==> config.mk <==
export PLATFORM = sky130hd
export DESIGN_NAME = decimal_key_capture_10
export DESIGN_NICKNAME = d
export VERILOG_FILES = /design/src/rtl/key_capture_pkg.sv /design/src/rtl/sync_2ff.sv /design/src/rtl/decimal_key_capture_10.sv
export SDC_FILE = /design/constraint.sdc
export NUM_CORES = 1
export LEC_CHECK = 0
export BUFFER_PORTS_ARGS = -buffer_cell sky130_fd_sc_hd__clkbuf_2
export CAP_MARGIN = 0
export CELL_PAD_IN_SITES_DETAIL_PLACEMENT = 1
export CELL_PAD_IN_SITES_GLOBAL_PLACEMENT = 1
export CORE_UTILIZATION = 42
export DETAILED_ROUTE_END_ITERATION = 8
export PLACE_DENSITY = 0.72
export SYNTH_ARGS = -nofsm -noshare
export SYNTH_HDL_FRONTEND = slang
export SYNTH_SLANG_ARGS = --single-unit
export TNS_END_PERCENT = 30
==> constraint.sdc <==
create_clock -name clk -period 4.08 [get_ports clk]
set_clock_uncertainty 0.15 [all_clocks]
set_input_delay 0.612 -clock clk [delete_from_list [all_inputs] [get_ports clk]]
set_output_delay 0.612 -clock clk [all_outputs]
set_load 0.02 [all_outputs]
==> src/rtl/key_capture_pkg.sv <==
// Shared definitions for the decimal key capture stage and the encoder bench.
// Holds the capture FSM state encoding, the key line count and the one-hot
// and multi-key helper functions.
package key_capture_pkg;

   localparam int N_KEYS = 10;

   typedef enum logic [1:0] {
      IDLE     = 2'd0,
      DEBOUNCE = 2'd1,
      PRESSED  = 2'd2,
      RELEASE  = 2'd3
   } state_t;

   // True when exactly one key line is active.
   function automatic logic is_onehot(input logic [N_KEYS-1:0] v);
      return ($countones(v) == 1);
   endfunction

   // True when two or more key lines are active at once.
   function automatic logic is_multi(input logic [N_KEYS-1:0] v);
      return ($countones(v) > 1);
   endfunction

endpackage

==> src/rtl/sync_2ff.sv <==
// Two-flop synchroniser for a bus of asynchronous level signals.
// Each bit is synchronised independently. Bits may resolve on different
// cycles during a transition, which the debounce logic downstream absorbs.
// Ports:
//   clk   - sampling clock, rising edge
//   rst_n - asynchronous active-low reset, clears both stages
//   d     - asynchronous input bus
//   q     - synchronised output bus
module sync_2ff #(
   parameter int WIDTH = 1
) (
   input  logic             clk,
   input  logic             rst_n,
   input  logic [WIDTH-1:0] d,
   output logic [WIDTH-1:0] q
);

   logic [WIDTH-1:0] meta_q;
   logic [WIDTH-1:0] sync_q;

   always_ff @(posedge clk or negedge rst_n) begin
      if (!rst_n) begin
         meta_q <= '0;
         sync_q <= '0;
      end else begin
         meta_q <= d;
         sync_q <= meta_q;
      end
   end

   assign q = sync_q;

endmodule

==> src/rtl/decimal_key_capture_10.sv <==
// Decimal key capture: synchronises and debounces ten raw key lines, rejects
// multi-key presses and presents a held one-hot code with a one-cycle strobe
// per accepted press, ready for the one-hot-to-excess-3 encoder.
// Optional feature macro: KEY_CAPTURE_REPEAT_EN
//   When defined, a held key re-issues key_valid every REPEAT_CYCLES cycles.
// Ports:
//   clk        - system clock, rising edge
//   rst_n      - asynchronous active-low reset
//   keys_raw   - raw key lines, bit i = digit i pressed (asynchronous)
//   key_onehot - last accepted key, one-hot; zero until the first accept
//   key_valid  - one-cycle strobe when key_onehot is (re)issued
//   key_held   - high while the accepted key stays stably pressed
//   err_multi  - one-cycle strobe when several keys are seen while idle
module decimal_key_capture_10
   import key_capture_pkg::*;
#(
   parameter int N          = N_KEYS,
   parameter int DEB_CYCLES = 8,
   parameter int CNT_W      = 4
`ifdef KEY_CAPTURE_REPEAT_EN
   ,
   parameter int REPEAT_CYCLES = 16,
   parameter int RPT_W         = 5
`endif
) (
   input  logic         clk,
   input  logic         rst_n,
   input  logic [N-1:0] keys_raw,
   output logic [N-1:0] key_onehot,
   output logic         key_valid,
   output logic         key_held,
   output logic         err_multi
);

   logic [N-1:0] keys_s;
   logic         single;
   logic         multi;

   state_t       state_q, state_d;
   logic [N-1:0] cand_q, cand_d;
   logic [N-1:0] key_onehot_q, key_onehot_d;
   logic [CNT_W-1:0] cnt_q, cnt_d;
   logic         key_valid_q, key_valid_d;
   logic         key_held_q, key_held_d;
   logic         err_multi_q, err_multi_d;
   logic         multi_seen_q, multi_seen_d;
`ifdef KEY_CAPTURE_REPEAT_EN
   logic [RPT_W-1:0] rpt_q, rpt_d;
`endif

   sync_2ff #(.WIDTH(N)) u_sync (
      .clk   (clk),
      .rst_n (rst_n),
      .d     (keys_raw),
      .q     (keys_s)
   );

   assign single = ($countones(keys_s) == 1);
   assign multi  = ($countones(keys_s) > 1);

   always_ff @(posedge clk or negedge rst_n) begin
      if (!rst_n) begin
         state_q      <= IDLE;
         cand_q       <= '0;
         key_onehot_q <= '0;
         cnt_q        <= '0;
         key_valid_q  <= 1'b0;
         key_held_q   <= 1'b0;
         err_multi_q  <= 1'b0;
         multi_seen_q <= 1'b0;
`ifdef KEY_CAPTURE_REPEAT_EN
         rpt_q        <= '0;
`endif
      end else begin
         state_q      <= state_d;
         cand_q       <= cand_d;
         key_onehot_q <= key_onehot_d;
         cnt_q        <= cnt_d;
         key_valid_q  <= key_valid_d;
         key_held_q   <= key_held_d;
         err_multi_q  <= err_multi_d;
         multi_seen_q <= multi_seen_d;
`ifdef KEY_CAPTURE_REPEAT_EN
         rpt_q        <= rpt_d;
`endif
      end
   end

   // A multi-key chord held in IDLE raises err_multi only on the first
   // cycle it is seen; multi_seen remembers that it was already reported.
   always_comb begin
      state_d      = state_q;
      cand_d       = cand_q;
      key_onehot_d = key_onehot_q;
      cnt_d        = cnt_q;
      key_valid_d  = 1'b0;
      err_multi_d  = 1'b0;
      multi_seen_d = (state_q == IDLE) && multi;

      case (state_q)
         IDLE: begin
            if (single) begin
               cand_d  = keys_s;
               cnt_d   = '0;
               state_d = DEBOUNCE;
            end else if (multi && !multi_seen_q) begin
               err_multi_d = 1'b1;
            end
         end
         DEBOUNCE: begin
            if (keys_s == cand_q) begin
               if (cnt_q == CNT_W'(DEB_CYCLES - 1)) begin
                  key_onehot_d = cand_q;
                  key_valid_d  = 1'b1;
                  cnt_d        = '0;
                  state_d      = PRESSED;
               end else begin
                  cnt_d = cnt_q + 1'b1;
               end
            end else begin
               state_d = IDLE;
            end
         end
         PRESSED: begin
            if (keys_s != cand_q) begin
               cnt_d   = '0;
               state_d = RELEASE;
            end
         end
         RELEASE: begin
            // Release needs an unbroken run of all-zero samples.
            if (keys_s != '0) begin
               cnt_d = '0;
            end else if (cnt_q == CNT_W'(DEB_CYCLES - 1)) begin
               cnt_d   = '0;
               state_d = IDLE;
            end else begin
               cnt_d = cnt_q + 1'b1;
            end
         end
         default: begin
            state_d = IDLE;
         end
      endcase

`ifdef KEY_CAPTURE_REPEAT_EN
      // Repeat counter runs only while the key stays in PRESSED and is
      // zero on entry, so the first repeat lands REPEAT_CYCLES after accept.
      rpt_d = '0;
      if ((state_q == PRESSED) && (keys_s == cand_q)) begin
         if (rpt_q == RPT_W'(REPEAT_CYCLES - 1)) begin
            key_valid_d = 1'b1;
         end else begin
            rpt_d = rpt_q + 1'b1;
         end
      end
`endif

      key_held_d = (state_d == PRESSED);
   end

   assign key_onehot = key_onehot_q;
   assign key_valid  = key_valid_q;
   assign key_held   = key_held_q;
   assign err_multi  = err_multi_q;

endmodule

Word level (Yosys, flattened, before mapping) --
Index checks and enable logic that the tools add are counted.
Storage, ports and cells: flip-flop bits (word level) 50, latch bits 0, bits in writable memories 0, bits in read-only memories 0, memories 0
Operators by class: add/subtract/negate cells 10, multipliers 0, div/mod/pow operators 0, order comparisons 1, eq/ne operators 11, shift operators 0, multiplexer cells 19, bitwise logic cells 0, reduce and logical (&&, ||, !) cells 8
Operator list (number):
- 32-bit by 2-bit == test with 1-bit output (second input constant) | 1
- 4-bit two-way mux | 5
- 4-bit case mux with 4 select lines | 1
- 2-bit two-way mux | 6
- 1-bit by 1-bit adder with 2-bit output | 5
- 10-bit == test | 1
- 10-bit inequality test | 1
- 10-bit nonzero test | 1
- 2-bit case mux with 4 select lines | 1
- 2-bit by 2-bit adder with 3-bit output | 2
- 2-bit == test (second input constant) | 3
- 1-bit two-way mux | 6
- 2-bit inequality test (second input constant) | 3
- 3-bit AND reduction | 2
- 4-bit by 2-bit adder with 5-bit output | 1
- 5-bit by 1-bit > comparator with 1-bit output (second input constant) | 1
- 3-bit by 3-bit adder with 4-bit output | 1
- 4-bit by 1-bit adder with 4-bit output (second input constant) | 1
- 4-bit by 3-bit == test with 1-bit output (second input constant) | 1
- 2-bit by 1-bit == test with 1-bit output (second input constant) | 1
- 1-bit logical AND | 2
- 2-bit zero test | 1
- 2-bit AND reduction | 1
- 1-bit zero test | 1

Depth between registers and ports, before layout --
depth after elaboration 9, depth in mapped cells 14, mapped depth without buffers 14

Modules after synthesis --
Synthesis repeated with hierarchy kept, for this count alone.
Unflattened totals: cells, all modules 157, area, all modules 2133.3 µm²
Modules (own cells, without submodules):
- decimal_key_capture_10 | times used 1, cells each 137, area each 1632.8 µm²
- sync_2ff | times used 1, cells each 20, area each 500.5 µm²

Worst setup path before layout --
No wires, ideal clock.
path type flip-flop to flip-flop, from register u_sync.sync_q[0] (netlist: u_sync.q[0]), to register cnt_q[0], library setup time 125 ps, arrival 3824 ps, required time 3805 ps, slack -19 ps, cell stages (with the launch flop) 15, path buffers 0, clock period less this slack 4099 ps, cells stage by stage dfrtp_1 > fa_1 > fa_1 > inv_1 > fa_1 > inv_1 > ha_1 > inv_1 > fa_1 > a2111oi_0 > a21o_1 > nand4_1 > nand3b_1 > nand2_1 > mux2_2
Between the ends: cells in the longest elaborated chain, start to end 7
RTL lines:
- from (decl) | RTL line sync_2ff.sv:19 | logic [WIDTH-1:0] sync_q;
- from (signal assigned) | RTL line sync_2ff.sv:27 | sync_q <= meta_q;
- 1-bit by 1-bit adder with 2-bit output (not written as such) | RTL line decimal_key_capture_10.sv:58 | assign single = ($countones(keys_s) == 1);
- 2-bit by 2-bit adder with 3-bit output (not written as such) | RTL line decimal_key_capture_10.sv:58
- 3-bit by 3-bit adder with 4-bit output (not written as such) | RTL line decimal_key_capture_10.sv:58
- 4-bit by 2-bit adder with 5-bit output (not written as such) | RTL line decimal_key_capture_10.sv:58
- 32-bit by 2-bit == test with 1-bit output | RTL line decimal_key_capture_10.sv:58
- 2-bit inequality test (no source line)
- 3-bit AND reduction (no source line)
- to (signal assigned) | RTL line decimal_key_capture_10.sv:78 | cnt_q <= cnt_d;
- to (decl) | RTL line decimal_key_capture_10.sv:42 | logic [CNT_W-1:0] cnt_q, cnt_d;
Parallel ways exist; a longest one is shown, timed or not. A chain may end at the register's enable or synchronous reset.

Worst setup path in the final report --
Same ends and word-level chain as after synthesis.

==> impl_metrics.csv <==
group,metric,value,unit
route,drc,0,
die,start_util,0.438,
die,design.portCount,25,
cells_and_area,n_fill_cell,519,
clock_network,clockBufferDepth,2,
min_path,hold_path.class,"reg -> reg",
yosys,synth_nets,176,
clock_network,cts-root-buf,"clkbuf_8",
setup_path,crit_required,4.12,ns
route,detail_route.iter0.violations,36,
yosys,synth_cell_type_count,33,
yosys,ys_warn_count,0,
pwr,ir_drop,0.191,mV
place,place.gp.congestion,0.818,
sta,min_period,3.94,ns
route,routed_wl,3820,um
global_routing,grt_pass1_vias,1365,
pwr,p_leak,1.18,nW
clock_network,clk_latency,0.30,ns
yosys,avgSynthCellArea,13.5,um^2
yosys,yosysMostFrequentCell,"dfrtp_1",
setup_path,critPathLaunch,"u_sync.q[0]$_DFF_PN0_",
sta,slew_viol_final,0,
route,first_pass_iters,4,
yosys,yosys.area.top_type_share,0.601,
sta,worst_pin_slew,0.594,ns
setup_path,cp_slowest_stage_delay,0.51,ns
global_routing,overflow,0,
place,dp_hpwl,2920,um
flow_run,maxCapViolCount,0,
pwr,powerDensity,501,nW/um^2
setup_path,cp_common_cell,"fa_1",
sta,setup_tns,0,ns
global_routing,grtUsageMet2,0.282,
setup_path,worst-path-max-fanout,4,
sta,relSlewSlack,0.604,
yosys,synth_ff_type,"dfrtp_1",
clock_network,h-tree-depth,2,
clock_network,numClockSinks,50,
cells_and_area,drive_above_1_share,0.323,
sta,finalHoldViolCount,0,
yosys,ys_ff_latch,50,
yosys,synth-edff-count,0,
route,vias,1288,
die,core_area,4750,um^2
cells_and_area,finalInstanceArea,2440,um^2
global_routing,grt_pass1_wl,6560,um
setup_path,end_kind,"register",
yosys,yosysTopAreaCell,"dfrtp_1",
cells_and_area,syn_to_final_growth,17.1,%
yosys,synthTopCellsByCount,"50 x dfrtp_1, 18 x mux2_2, 16 x inv_1",
yosys,async_flop_share,1.00,
route,wl_per_cell,14.9,um
global_routing,grt_max_degree,51,
die,die_w,72.4,um
setup_path,r2r-start,"u_sync.q[0]$_DFF_PN0_",
global_routing,met1_usage,0.204,
setup_path,start_kind,"register",
min_path,hp-start,"u_sync.meta_q[7]$_DFF_PN0_",
clock_network,post_cts_buffers,0,
global_routing,grt-busiest-layer,"met2",
global_routing,antenna_found_initial,0,
clock_network,cts_tree,"built",
cells_and_area,n_antenna_cell,0,
sta,setup_viol,0,
place,numPortBuffers,24,
yosys,synthTopCellsByArea,"dfrtp_1 60%, mux2_2 9.7%, fa_1 5.8%",
route,ant_nets,0,
die,die-area,5240,um^2
setup_path,path_class,"reg -> reg",
global_routing,grt_use_met3,0.0514,
clock_network,cts_buffers,5,
die,core.rowCount,25,
clock_network,cts.clk_slew.worst_paths,0.08,ns
cells_and_area,fin_nets,211,
die,fp.dieH,72.4,um
global_routing,grt_usage,0.173,
yosys,syn_area,2080,um^2
sta,post-route-period-util,0.966,
setup_path,cpMaxStageDelayCell,"fa_1",
yosys,seq_area_frac_synth,0.601,
yosys,syn_inst,154,
setup_path,crit_chain,"fa_1 > fa_1 > inv_1 > fa_1 > inv_2 > ha_4 > inv_1 > fa_2 > a2111oi_4 > a21o_1 > nand4_1 > nand3b_1 > nand2_2 > mux2_2",
setup_path,worst_ep_arrival_time,3.98,ns
sta,max_freq,254,MHz
status,outcome,"completed",
route,viasPerCell,5.03,
place,placed_area,2330,um^2
layout make-up:
| type | count | area (um^2) | area share |
|---|---|---|---|
| clock buffer | 6 | 72.6 | 0.0298 |
| multi-input combinational | 86 | 797 | 0.327 |
| inverter | 16 | 60.1 | 0.0246 |
| timing repair buffer | 30 | 165 | 0.0678 |
| sequential | 50 | 1250 | 0.513 |
| clock inverter | 1 | 7.51 | 0.00308 |
| tap | 67 | 83.8 | 0.0344 |
layout by cell type, fill, tap and decap left out, drive strengths merged:
cell type	synthesis	routed
fa	6	6
a21boi	1	1
a21oi	1	1
buf	1	6
nand2	6	6
inv	16	16
nor4	3	3
a2111oi	1	1
nand3b	2	2
nor2b	1	1
o21bai	1	1
o221ai	1	1
o21ai	4	4
nor3	3	3
or3	1	1
nand2b	3	3
o211ai	1	1
and3	1	1
ha	4	4
mux2	18	18
a21o	3	3
dfrtp	50	50
clkbuf	1	30
nor2	5	5
o41a	1	1
a31oi	1	1
xnor2	2	2
clkinvlp	0	1
or4b	2	2
nand4	3	3
nand3	2	2
xor2	8	8
nor4b	1	1
power by group:
part	internal (mW)	total [mW]	switching (mW)	leakage, nW
logic	0.152	0.321	0.169	0.514
clock network	0.118	0.265	0.147	0.0373
registers	0.569	0.635	0.0655	0.629
critical path, delay by kind of cell (launching register included):
kind | cells | cell delay [ns]
buffers and inverters | 3 | 0.19
AND/OR/NAND/NOR | 3 | 0.47
adder cells (fa/ha/maj) | 5 | 1.97
AO/OA/AOI/OAI | 2 | 0.34
flip-flops | 1 | 0.42
multiplexers | 1 | 0.29
sequential cells by signal, summed over array words and instances (netlist names):
name / count
cand_q: 10
cnt_q: 4
err_multi: 1
key_held: 1
key_onehot: 10
key_valid: 1
multi_seen_q: 1
state_q: 2
u_sync.meta_q: 10
u_sync.q: 10
logic make-up after synthesis:
| logic type | share of synthesized area |
|---|---|
| fa+ha+maj | 0.0818 |
| simple gates | 0.0920 |
| buf+inv | 0.0331 |
| compound gates | 0.0523 |
| mux | 0.0974 |
| xor+xnor | 0.0421 |
| flops | 0.601 |
metrics by stage:
stage / hold slack [ns] / setup WS [ns] / std cells / utilization / power (mW)
after global routing: 0.206 / -0.0130 / 256 / 0.513 / 1.30
after detailed placement: 0.186 / -0.0130 / 249 / 0.490 / 0.947
after floorplan: 0.166 / 0.0101 / 154 / - / 0.844
after CTS: 0.202 / 0.0277 / 256 / 0.507 / 1.22
after global placement: 0.182 / 0.118 / 249 / 0.490 / 0.925
final: 0.200 / 0.139 / 256 / 0.513 / 1.22
metal layers:
layer / wire [um] / up-vias / part of all wire
met5: 0 / - / 0
met2: 2000 / 32 / 0.52
li1: - / 591 / -
met4: 108 / 0 / 0.028
met3: 173 / 11 / 0.045
met1: 1530 / 654 / 0.40
timing repair:
item,in CTS,in global routing
gates resized for setup,0,5
hold buffers,0,0
setup endpoints to repair,10,10
pin swaps,1,0
worst paths after layout:
kind | endpoint | slack [ns] | cells past startpoint
max | cnt_q[0]$_DFFE_PN0P_ | 0.14 | 14
min | u_sync.q[7]$_DFF_PN0_ | 0.20 | 0
max reg2reg | cnt_q[0]$_DFFE_PN0P_ | 0.14 | 14
min reg2reg | u_sync.q[7]$_DFF_PN0_ | 0.20 | 0
max in group asynchronous | u_sync.meta_q[4]$_DFF_PN0_ | 3.13 | 2
min in group asynchronous | state_q[0]$_DFF_PN0_ | 0.23 | 2
(Power assumes the default switching activity.)
